**src/rtl/mux_4_to_1_pkg.sv**
```systemverilog
// Select-code constants and type shared by the data-steering blocks.
package mux_4_to_1_pkg;

  typedef logic [1:0] sel_t;

  localparam sel_t SEL_A = 2'b00;
  localparam sel_t SEL_B = 2'b01;
  localparam sel_t SEL_C = 2'b10;
  localparam sel_t SEL_D = 2'b11;

endpackage

```
**src/rtl/mux_4_to_1_comb.sv**
```systemverilog
// Purely combinational 4:1 word selector; no state, no arithmetic.
module mux_4_to_1_comb
  import mux_4_to_1_pkg::*;
#(
  parameter int DATA_WIDTH = 8
) (
  input  logic [DATA_WIDTH-1:0] A,
  input  logic [DATA_WIDTH-1:0] B,
  input  logic [DATA_WIDTH-1:0] C,
  input  logic [DATA_WIDTH-1:0] D,
  input  sel_t                  Select,
  output logic [DATA_WIDTH-1:0] sel_word
);

  // Fully decoded select; every code maps to exactly one source.
  always_comb begin
    sel_word = A;
    case (Select)
      SEL_A: sel_word = A;
      SEL_B: sel_word = B;
      SEL_C: sel_word = C;
      SEL_D: sel_word = D;
    endcase
  end

endmodule

```
**src/rtl/mux_4_to_1.sv**
```systemverilog
// 4:1 data selector with registered word and valid outputs (1-cycle latency).
module mux_4_to_1
  import mux_4_to_1_pkg::*;
#(
  parameter int DATA_WIDTH = 8
) (
  input  logic                  clk,
  input  logic                  rst_n,
  input  logic [DATA_WIDTH-1:0] A,
  input  logic [DATA_WIDTH-1:0] B,
  input  logic [DATA_WIDTH-1:0] C,
  input  logic [DATA_WIDTH-1:0] D,
  input  logic [1:0]            Select,
  input  logic                  in_valid,
  output logic [DATA_WIDTH-1:0] E,
  output logic                  out_valid
);

  logic [DATA_WIDTH-1:0] sel_word;

  mux_4_to_1_comb #(
    .DATA_WIDTH(DATA_WIDTH)
  ) u_comb (
    .A       (A),
    .B       (B),
    .C       (C),
    .D       (D),
    .Select  (sel_t'(Select)),
    .sel_word(sel_word)
  );

  // Output register: reset clears, a valid input loads, otherwise E holds.
  always_ff @(posedge clk) begin
    if (!rst_n) begin
      E         <= '0;
      out_valid <= 1'b0;
    end else begin
      out_valid <= in_valid;
      if (in_valid) begin
        E <= sel_word;
      end
    end
  end

endmodule

```
**config.mk**
```make
export PLATFORM = sky130hd
export DESIGN_NAME = mux_4_to_1
export DESIGN_NICKNAME = d
export VERILOG_FILES = /design/src/rtl/mux_4_to_1_pkg.sv /design/src/rtl/mux_4_to_1_comb.sv /design/src/rtl/mux_4_to_1.sv
export SDC_FILE = /design/constraint.sdc
export NUM_CORES = 1
export LEC_CHECK = 0
export CORE_MARGIN = 4
export CORE_UTILIZATION = 33
export CTS_CLUSTER_DIAMETER = 200
export DETAILED_ROUTE_END_ITERATION = 10
export GPL_TIMING_DRIVEN = 1
export PLACE_DENSITY = 0.92
export SLEW_MARGIN = 5
export SYNTH_ARGS = -nofsm -noshare
export SYNTH_HDL_FRONTEND = slang
export SYNTH_SLANG_ARGS = --single-unit
```
**constraint.sdc**
```tcl
create_clock -name clk -period 2.3 [get_ports clk]
set_input_delay 0.46 -clock clk [delete_from_list [all_inputs] [get_ports clk]]
set_output_delay 0.46 -clock clk [all_outputs]
set_load 0.03 [all_outputs]
```
==> results.py, run 1 <==
metrics = {
    "run_status": {
        "outcome": "finished clean",
    },
    "cts": {
        "cts.sinks": 9,
        "cts_tree": "yes",
        "clk_latency_ns": 0.26,
        "cts.repair.resized": 0,
        "holdBufCountCts": 0,
        "cts_buffer_depth": 2,
        "post_cts_buffers": 0,
        "cts_root_buf": "clkbuf_4",
        "cts_inserted_buffers": 3,
        "clk_pin_slew_worst_paths_ns": 0.06,
        "htreeDepth": 1,
    },
    "logic_synthesis": {
        "yosysUniqueCellTypes": 10,
        "yosys.area_share.simple_pct": 15.46,
        "seq_area_frac_synth_pct": 33.72,
        "synth_compound_area_share_pct": 13.11,
        "synth-adder-area-share_pct": 0,
        "synth-edff-count": 0,
        "synth_top_family_by_area": "multiplexers",
        "yosysWarnings": 0,
        "synth_common_cells": "mux2i_1, dfxtp_1, nand3b_1, o221ai_1, buf_2",
        "synth_xor_area_share_pct": 0,
        "synth-main-ff-cell": "dfxtp_1",
        "synth_top_area_cell": "dfxtp_1",
        "synthesis.area_per_instance_um2": 11.13,
        "yosysTopAreaCellShare_pct": 33.72,
        "synth_area_leaders": "dfxtp_1, mux2i_1, o221ai_1, nand3b_1, buf_12",
        "ys_ff_latch": 9,
        "synth_area_um2": 534.3,
        "synthCells": 48,
        "syn-num-nets": 85,
        "yosysMostFrequentCell": "mux2i_1",
        "yosys-mux-area-fraction_pct": 29.98,
        "postSynth.asyncResetShare_pct": 0,
    },
    "placed_design": {
        "place_hpwl_um": 1418,
        "portBuffers": 45,
        "gp_congestion": 0.7092,
        "dpl-instance-area_um2": 970.9,
    },
    "setup_path": {
        "critPathLaunch": "E[4]$_SDFFE_PN0P_",
        "cp.required_ns": 1.84,
        "slowest_stage": "clkdlybuf4s50_1",
        "cp-end-kind": "output port",
        "crit_path_max_fanout": 2,
        "arrival_ns": 1.29,
        "path_class": "reg2out",
        "path_cells": "clkdlybuf4s50_1",
        "rr_startpoint": "E[2]$_SDFFE_PN0P_",
        "critPathTopFamily": "buffers and inverters",
        "crit_path_start_kind": "flop",
        "slowest_delay_ns": 0.68,
        "cp_num_buf_inv": 1,
    },
    "grt": {
        "use_met2_pct": 28.13,
        "grt_max_degree": 17,
        "use_met1_pct": 15.59,
        "antenna_found_initial": 0,
        "grt_pass1_wl_um": 2470,
        "grt.busiest_layer": "met2",
        "grt_pass1_vias": 561,
        "met3_usage_pct": 7.380,
        "overflow": 0,
        "globalRouteTotalUtil_pct": 15.79,
    },
    "route": {
        "drtIter0Drc": 5,
        "wl_um": 1725,
        "drcViolationCount": 0,
        "wl_per_cell_um": 15.68,
        "drtAntennaViolNets": 0,
        "vias_per_cell": 5.273,
        "drt-pass1-iter-count": 4,
        "num_vias": 580,
    },
    "timing": {
        "final_hold_viol_count": 0,
        "drv_slew": 0,
        "relSlewSlack_pct": 74.07,
        "rsz0062_at_grt": "false",
        "fmax_ghz": 0.5727,
        "finalSetupViolations": 0,
        "fin_setup_tns_ns": 0,
        "finalClockSkew_ns": 0,
        "fin_crit_ns": 1.746,
        "finalCritPeriodShare_pct": 75.92,
        "tightest_slew_ns": 0.3878,
    },
    "power_and_ir_drop": {
        "p_per_area_mw_per_mm2": 455.9,
        "leakage_nw": 0.4002,
        "vdd_drop_max_mv": 0.2244,
    },
    "finish": {
        "fin_area_um2": 997.2,
        "drive_gt1_share_pct": 5.319,
        "antenna_cells": 0,
        "fillers": 134,
        "nets": 132,
        "area_growth_pct": 86.65,
    },
    "job": {
        "drv_cap": 0,
    },
    "floorplanning": {
        "core_mm2": 0.001524,
        "ios": 46,
        "fp.dieH_um": 48.24,
        "die_w_um": 48.24,
        "start_util_pct": 35.06,
        "dieArea_mm2": 0.002327,
        "num_rows": 14,
    },
    "hold_path": {
        "min_from": "E[0]$_SDFFE_PN0P_",
        "hold_path_class": "reg2reg",
    },
}
[registers in the layout (all words and copies together), names as in the netlist]
name       flops
E              8
out_valid      1
[report_power, final]
group / total [mW] / switching, mW / internal, mW
clock network: 0.124 / 0.0571 / 0.0670
logic: 0.157 / 0.0613 / 0.0954
registers: 0.174 / 0.00597 / 0.168
total: 0.455 / 0.124 / 0.330
[layout make-up]
class	count	area, um^2	area share [%]
flip-flops and latches	9	180.2	18.07
clock buffers	4	26.28	2.635
well taps	16	20.02	2.008
multi-input cells	35	312.8	31.37
repair buffers	46	457.9	45.92
[cells by family (layout without fill, tap and decap cells)]
group	count (synthesis)	in the layout
AOI/OAI and AO/OA	8	8
muxes	16	16
buffers and inverters	4	50
and+or+nand+nor	11	11
DFF	9	9
[placed cells by master, fill, tap and decap left out]
master           synthesis  routed
nand3_1                  1       1
buf_4                    0       1
o221ai_1                 8       8
clkdlybuf4s50_1          0      45
nand3b_1                 8       8
dfxtp_1                  9       9
nand3b_2                 1       1
clkbuf_1                 0       1
clkbuf_4                 0       3
mux2i_1                 16      16
and2_1                   1       1
[routing by layer]
layer	share of wire, %	up-vias
met5	0	-
met4	1.3	0
met3	17	5
met2	49	35
met1	32	256
li1	-	284
[tightest hold or removal path: stages (launching register included)]
cell and delay [ns]:
dfxtp_1 0.32, nand3b_1 0.08, o221ai_1 0.06
[metrics by stage]
stage / hold WS (ns) / std cells / utilization (%) / power (mW) / worst slack [ns]
finish: 0.5013 / 110 / 65.44 / 0.4547 / 0.5538
global route: 0.5232 / 110 / 65.44 / 0.4737 / 0.5304
CTS: 0.5004 / 110 / 65.44 / 0.4624 / 0.5432
detailed placement: 0.4840 / 106 / 63.71 / 0.3350 / 0.4616
global placement: 0.4795 / 106 / 63.71 / 0.3321 / 0.5466
floorplan: 0.6546 / 48 / - / 0.2473 / 1.169
[path summary, 6_finish.rpt]
check                                    endpoint  slack, ns  depth (start not counted)
worst max-delay path                         E[4]       0.55                          1
worst min-delay path            E[0]$_SDFFE_PN0P_       0.50                          2
worst max register to register  E[2]$_SDFFE_PN0P_       1.64                          2
worst min register to register  E[0]$_SDFFE_PN0P_       0.50                          2
Note: power is estimated with default switching activity, not from simulation.
==> run 2: changes to the inputs <==
Settings changed: CORE_UTILIZATION 33 to 30, PLACE_DENSITY 0.92 to 0.86.
Clock period 2.3 ns to 1.85 ns, I/O delays scaled along.
==> results.py, run 2 (synthesis results as in run 1) <==
metrics = {
    "cts": {
        "htreeDepth": 1,
        "cts.repair.resized": 0,
        "cts.sinks": 9,
        "clk_latency_ns": 0.25,
        "cts_inserted_buffers": 3,
        "holdBufCountCts": 0,
        "cts_tree": "yes",
        "clk_pin_slew_worst_paths_ns": 0.07,
        "cts_root_buf": "clkbuf_4",
        "post_cts_buffers": 0,
        "cts_buffer_depth": 2,
    },
    "timing": {
        "finalSetupViolations": 0,
        "fmax_ghz": 0.6071,
        "relSlewSlack_pct": 78.33,
        "timing.final.ws_setup_ns": 0.2029,
        "finalClockSkew_ns": 0,
        "fin_crit_ns": 1.647,
        "fin_setup_tns_ns": 0,
        "rsz0062_at_grt": "false",
        "final_hold_viol_count": 0,
        "drv_slew": 0,
        "tightest_slew_ns": 0.3241,
        "finalCritPeriodShare_pct": 89.03,
    },
    "floorplanning": {
        "start_util_pct": 33.52,
        "core_mm2": 0.001594,
        "die_w_um": 50.20,
        "dieArea_mm2": 0.002520,
        "fp.dieH_um": 50.20,
        "num_rows": 14,
        "ios": 46,
    },
    "grt": {
        "grt_max_degree": 17,
        "grt_pass1_wl_um": 2787,
        "antenna_found_initial": 0,
        "overflow": 0,
        "globalRouteTotalUtil_pct": 14.37,
        "grt_pass1_vias": 547,
    },
    "finish": {
        "antenna_cells": 0,
        "drive_gt1_share_pct": 6.316,
        "regMostFlops": "E",
        "seqCellArea_um2": 180.2,
        "nets": 133,
        "largestRegisters": "E: 8 flops, out_valid: 1 flops",
        "largest_reg_flops": 8,
        "fillers": 129,
        "final_common_cell": "clkdlybuf4s50_1",
        "mostFrequentLayoutCells": "clkdlybuf4s50_1, mux2i_1, dfxtp_1",
        "fin_area_mm2": 0.001027,
        "multi_input_area_um2": 312.8,
        "area_growth_pct": 92.27,
    },
    "power_and_ir_drop": {
        "internal_power_mw": 0.4147,
        "seqPwrFrac_pct": 38.0,
        "clkPwrFrac_pct": 27.1,
        "comb_power_share_pct": 35.0,
        "leakage_nw": 0.4096,
        "switching_share_pct": 27.24,
        "p_per_area_mw_per_mm2": 554.8,
        "power_switching_mw": 0.1552,
        "vdd_drop_max_mv": 0.2946,
    },
    "route": {
        "wl_per_cell_um": 14.46,
        "drt-pass1-iter-count": 3,
        "drtAntennaViolNets": 0,
        "vias_per_cell": 4.866,
        "num_vias": 579,
        "drcViolationCount": 0,
        "drtIter0Drc": 3,
        "wl_um": 1721,
    },
    "job": {
        "drv_cap": 0,
    },
    "setup_path": {
        "cp_num_buf_inv": 1,
        "rrSetupSlack_ns": 1.21,
        "crit_path_max_fanout": 2,
        "crit_path_start_kind": "flop",
        "cp.required_ns": 1.48,
        "slowest_stage": "clkdlybuf4s50_1",
        "critPathTopFamily": "buffers and inverters",
        "path_class": "reg2out",
        "arrival_ns": 1.28,
        "slowest_delay_ns": 0.69,
        "path_cells": "clkdlybuf4s50_1",
        "cp-end-kind": "output port",
    },
    "placed_design": {
        "place_hpwl_um": 1445,
        "dp_slack_ns": 0.1652,
        "portBuffers": 45,
        "dpl-instance-area_mm2": 0.001001,
        "gp_congestion": 0.6670,
    },
    "hold_path": {
        "hold_path_class": "reg2reg",
    },
    "run_status": {
        "outcome": "finished clean",
    },
}
[run 2: cell types whose count changed in the layout (fill, tap and decap cells not counted)]
cell | before | now
buf_12 | 0 | 1
[run 2: cell type report]
type	instances	area share, %
Tap cell	24	2.923
Clock buffer	4	2.558
Sequential cell	9	17.54
Timing Repair Buffer	47	46.53
Multi-Input combinational cell	35	30.45
[run 2: metrics by stage]
step | utilization, % | hold slack [ns] | total power, mW | cells
6_report | 64.44 | 0.5044 | 0.5699 | 119
5_1_grt | 64.44 | 0.5289 | 0.5992 | 119
4_1_cts | 64.44 | 0.5037 | 0.5721 | 119
3_5_place_dp | 62.79 | 0.4883 | 0.4211 | 115
3_3_place_gp | 62.79 | 0.4772 | 0.4174 | 115
2_1_floorplan | - | 0.5697 | 0.3074 | 48
[run 2: worst paths after layout]
check,depth (start not counted),endpoint,from
worst max register to register,2,E[7]$_SDFFE_PN0P_,E[7]$_SDFFE_PN0P_
worst min-delay path,2,E[4]$_SDFFE_PN0P_,E[4]$_SDFFE_PN0P_
worst max-delay path,1,E[7],E[7]$_SDFFE_PN0P_
worst min register to register,2,E[4]$_SDFFE_PN0P_,E[4]$_SDFFE_PN0P_
[run 2: metal layers]
layer  track usage (%)  share of wire [%]  up-vias
met1             18.66                 43      259
met5                 0                  0        -
met4             4.147               0.52        0
met3             5.917                 11        2
met2             21.74                 45       29
li1                  -                  -      289
[run 2: power groups by stage]
stage	clock network (mW)	registers (mW)	logic [mW]
after CTS	0.154	0.216	0.201
after floorplan	0	0.249	0.0581
final	0.154	0.216	0.199
after global placement	0	0.221	0.197
after global routing	0.170	0.218	0.212
after detailed placement	0	0.221	0.200
==> run 3: changes to the inputs <==
Settings changed: CORE_AREA set to 4 4 41 43, CORE_MARGIN 4 to unset, CORE_UTILIZATION 30 to unset, DIE_AREA set to 0 0 45 47, DONT_BUFFER_PORTS set to 1, PLACE_DENSITY 0.86 to 0.63.
Clock period 1.85 ns to 2.14 ns, I/O delays scaled along.
==> results.py, run 3 (synthesis results as in run 1) <==
metrics = {
    "run_status": {
        "outcome": "finished clean",
    },
    "cts": {
        "cts.sinks": 9,
        "cts_inserted_buffers": 3,
        "clk_latency_ns": 0.26,
        "cts_tree": "yes",
        "post_cts_buffers": 0,
        "clk_pin_slew_worst_paths_ns": 0.06,
        "htreeDepth": 1,
        "cts.repair.resized": 0,
        "cts_root_buf": "clkbuf_4",
        "cts_buffer_depth": 2,
        "holdBufCountCts": 0,
    },
    "timing": {
        "rsz0062_at_grt": "false",
        "finalClockSkew_ns": 0,
        "timing.final.ws_setup_ns": 0.9225,
        "fin_setup_tns_ns": 0,
        "tightest_slew_ns": 0.3378,
        "relSlewSlack_pct": 77.45,
        "drv_slew": 0,
        "fmax_ghz": 0.8213,
        "finalSetupViolations": 0,
        "fin_crit_ns": 1.218,
        "final_hold_viol_count": 0,
        "finalCritPeriodShare_pct": 56.89,
    },
    "route": {
        "wl_met2_um": 499,
        "met3_length_um": 235,
        "routed.top_layer": "met4",
        "drtIter0Drc": 3,
        "drcViolationCount": 0,
        "wl_per_cell_um": 19.10,
        "drt-pass1-iter-count": 3,
        "wl_um": 1203,
        "drtAntennaViolNets": 0,
        "vias_per_cell": 6.286,
        "num_vias": 396,
        "wl_met1_um": 446,
    },
    "floorplanning": {
        "num_rows": 13,
        "dieArea_mm2": 0.002115,
        "fp.dieH_um": 47,
        "start_util_pct": 41.06,
        "die_w_um": 45,
        "core_mm2": 0.001301,
        "ios": 46,
    },
    "finish": {
        "drive_gt1_share_pct": 8.333,
        "largestRegisters": "E: 8 flops, out_valid: 1 flops",
        "regMostFlops": "E",
        "antenna_cells": 0,
        "seqCellArea_um2": 180.2,
        "final_common_cell": "mux2i_1",
        "multi_input_area_um2": 312.8,
        "final_cells": 63,
        "largest_reg_flops": 8,
        "fillers": 141,
        "nets": 86,
        "mostFrequentLayoutCells": "mux2i_1, dfxtp_1, nand3b_1, o221ai_1, clkbuf_4",
        "area_growth_pct": 0.7027,
    },
    "placed_design": {
        "dp_slack_ns": 1.123,
        "portBuffers": 0,
        "gp_congestion": 0.6124,
        "place_inst": 59,
    },
    "power_and_ir_drop": {
        "internal_power_mw": 0.2779,
        "switching_share_pct": 28.45,
        "comb_power_share_pct": 9.8,
        "vdd_drop_max_mv": 0.3015,
        "power.total_mw": 0.3884,
        "p_per_area_mw_per_mm2": 721.8,
        "power_switching_mw": 0.1105,
        "seqPwrFrac_pct": 55.3,
        "leakage_nw": 0.2225,
        "clkPwrFrac_pct": 34.9,
    },
    "grt": {
        "grt_max_degree": 17,
        "grt_pass1_vias": 381,
        "overflow": 0,
        "antenna_found_initial": 0,
        "globalRouteTotalUtil_pct": 11.74,
        "grt_pass1_wl_um": 1718,
    },
    "hold_path": {
        "min_from": "in_valid",
        "hold_path_class": "in2reg",
        "holdPathStages": 1,
        "min_to": "out_valid$_SDFF_PN0_",
    },
    "setup_path": {
        "reg2reg_to": "E[6]$_SDFFE_PN0P_",
        "cp.required_ns": 1.71,
        "path_class": "reg2out",
        "rrSetupSlack_ns": 1.34,
        "cp-end-kind": "output port",
        "arrival_ns": 0.79,
        "rr_startpoint": "E[6]$_SDFFE_PN0P_",
        "crit_path_max_fanout": 2,
        "crit_path_start_kind": "flop",
        "r2r_cells": 2,
    },
    "job": {
        "drv_cap": 0,
    },
}
## run 3: cell type report
| cell class | instances | share of cell area (%) |
|---|---|---|
| Tap cell | 15 | 3.488 |
| Multi-Input combinational cell | 35 | 58.14 |
| Sequential cell | 9 | 33.49 |
| Clock buffer | 4 | 4.884 |
## run 3: how the worst max path moves through the flow
stage / from / endpoint / slack (ns) / depth (start not counted)
2_1_floorplan: Select[1] / E[0]$_SDFFE_PN0P_ / 1.04 / 4
3_3_place_gp: Select[0] / E[2]$_SDFFE_PN0P_ / 1.14 / 2
3_5_place_dp: Select[0] / E[2]$_SDFFE_PN0P_ / 1.12 / 2
4_1_cts: E[5]$_SDFFE_PN0P_ / E[5] / 0.91 / 0
5_1_grt: E[5]$_SDFFE_PN0P_ / E[5] / 0.88 / 0
6_report: E[3]$_SDFFE_PN0P_ / E[3] / 0.92 / 0
## run 3: through the flow
stage	util (%)	area, um^2	hold slack, ns
after floorplan	-	534.3	0.6277
after global placement	39.33	511.7	0.5543
after detailed placement	39.33	511.7	0.5584
after CTS	41.35	538.0	0.2799
after global routing	41.35	538.0	0.2894
final	41.35	538.0	0.2880
## run 3: power groups by stage
stage	Sequential, mW	Clock (mW)	Combinational [mW]
after floorplan	0.216	0	0.0502
after global placement	0.219	0	0.0383
after detailed placement	0.219	0	0.0395
after CTS	0.215	0.139	0.0390
after global routing	0.216	0.149	0.0428
final	0.215	0.136	0.0381
## run 3: per-layer routing
metal	GRT usage (%)	vias to the layer above
li1	-	190
met1	13.56	172
met2	16.10	30
met3	7.663	4
met4	7.018	0
met5	0	-
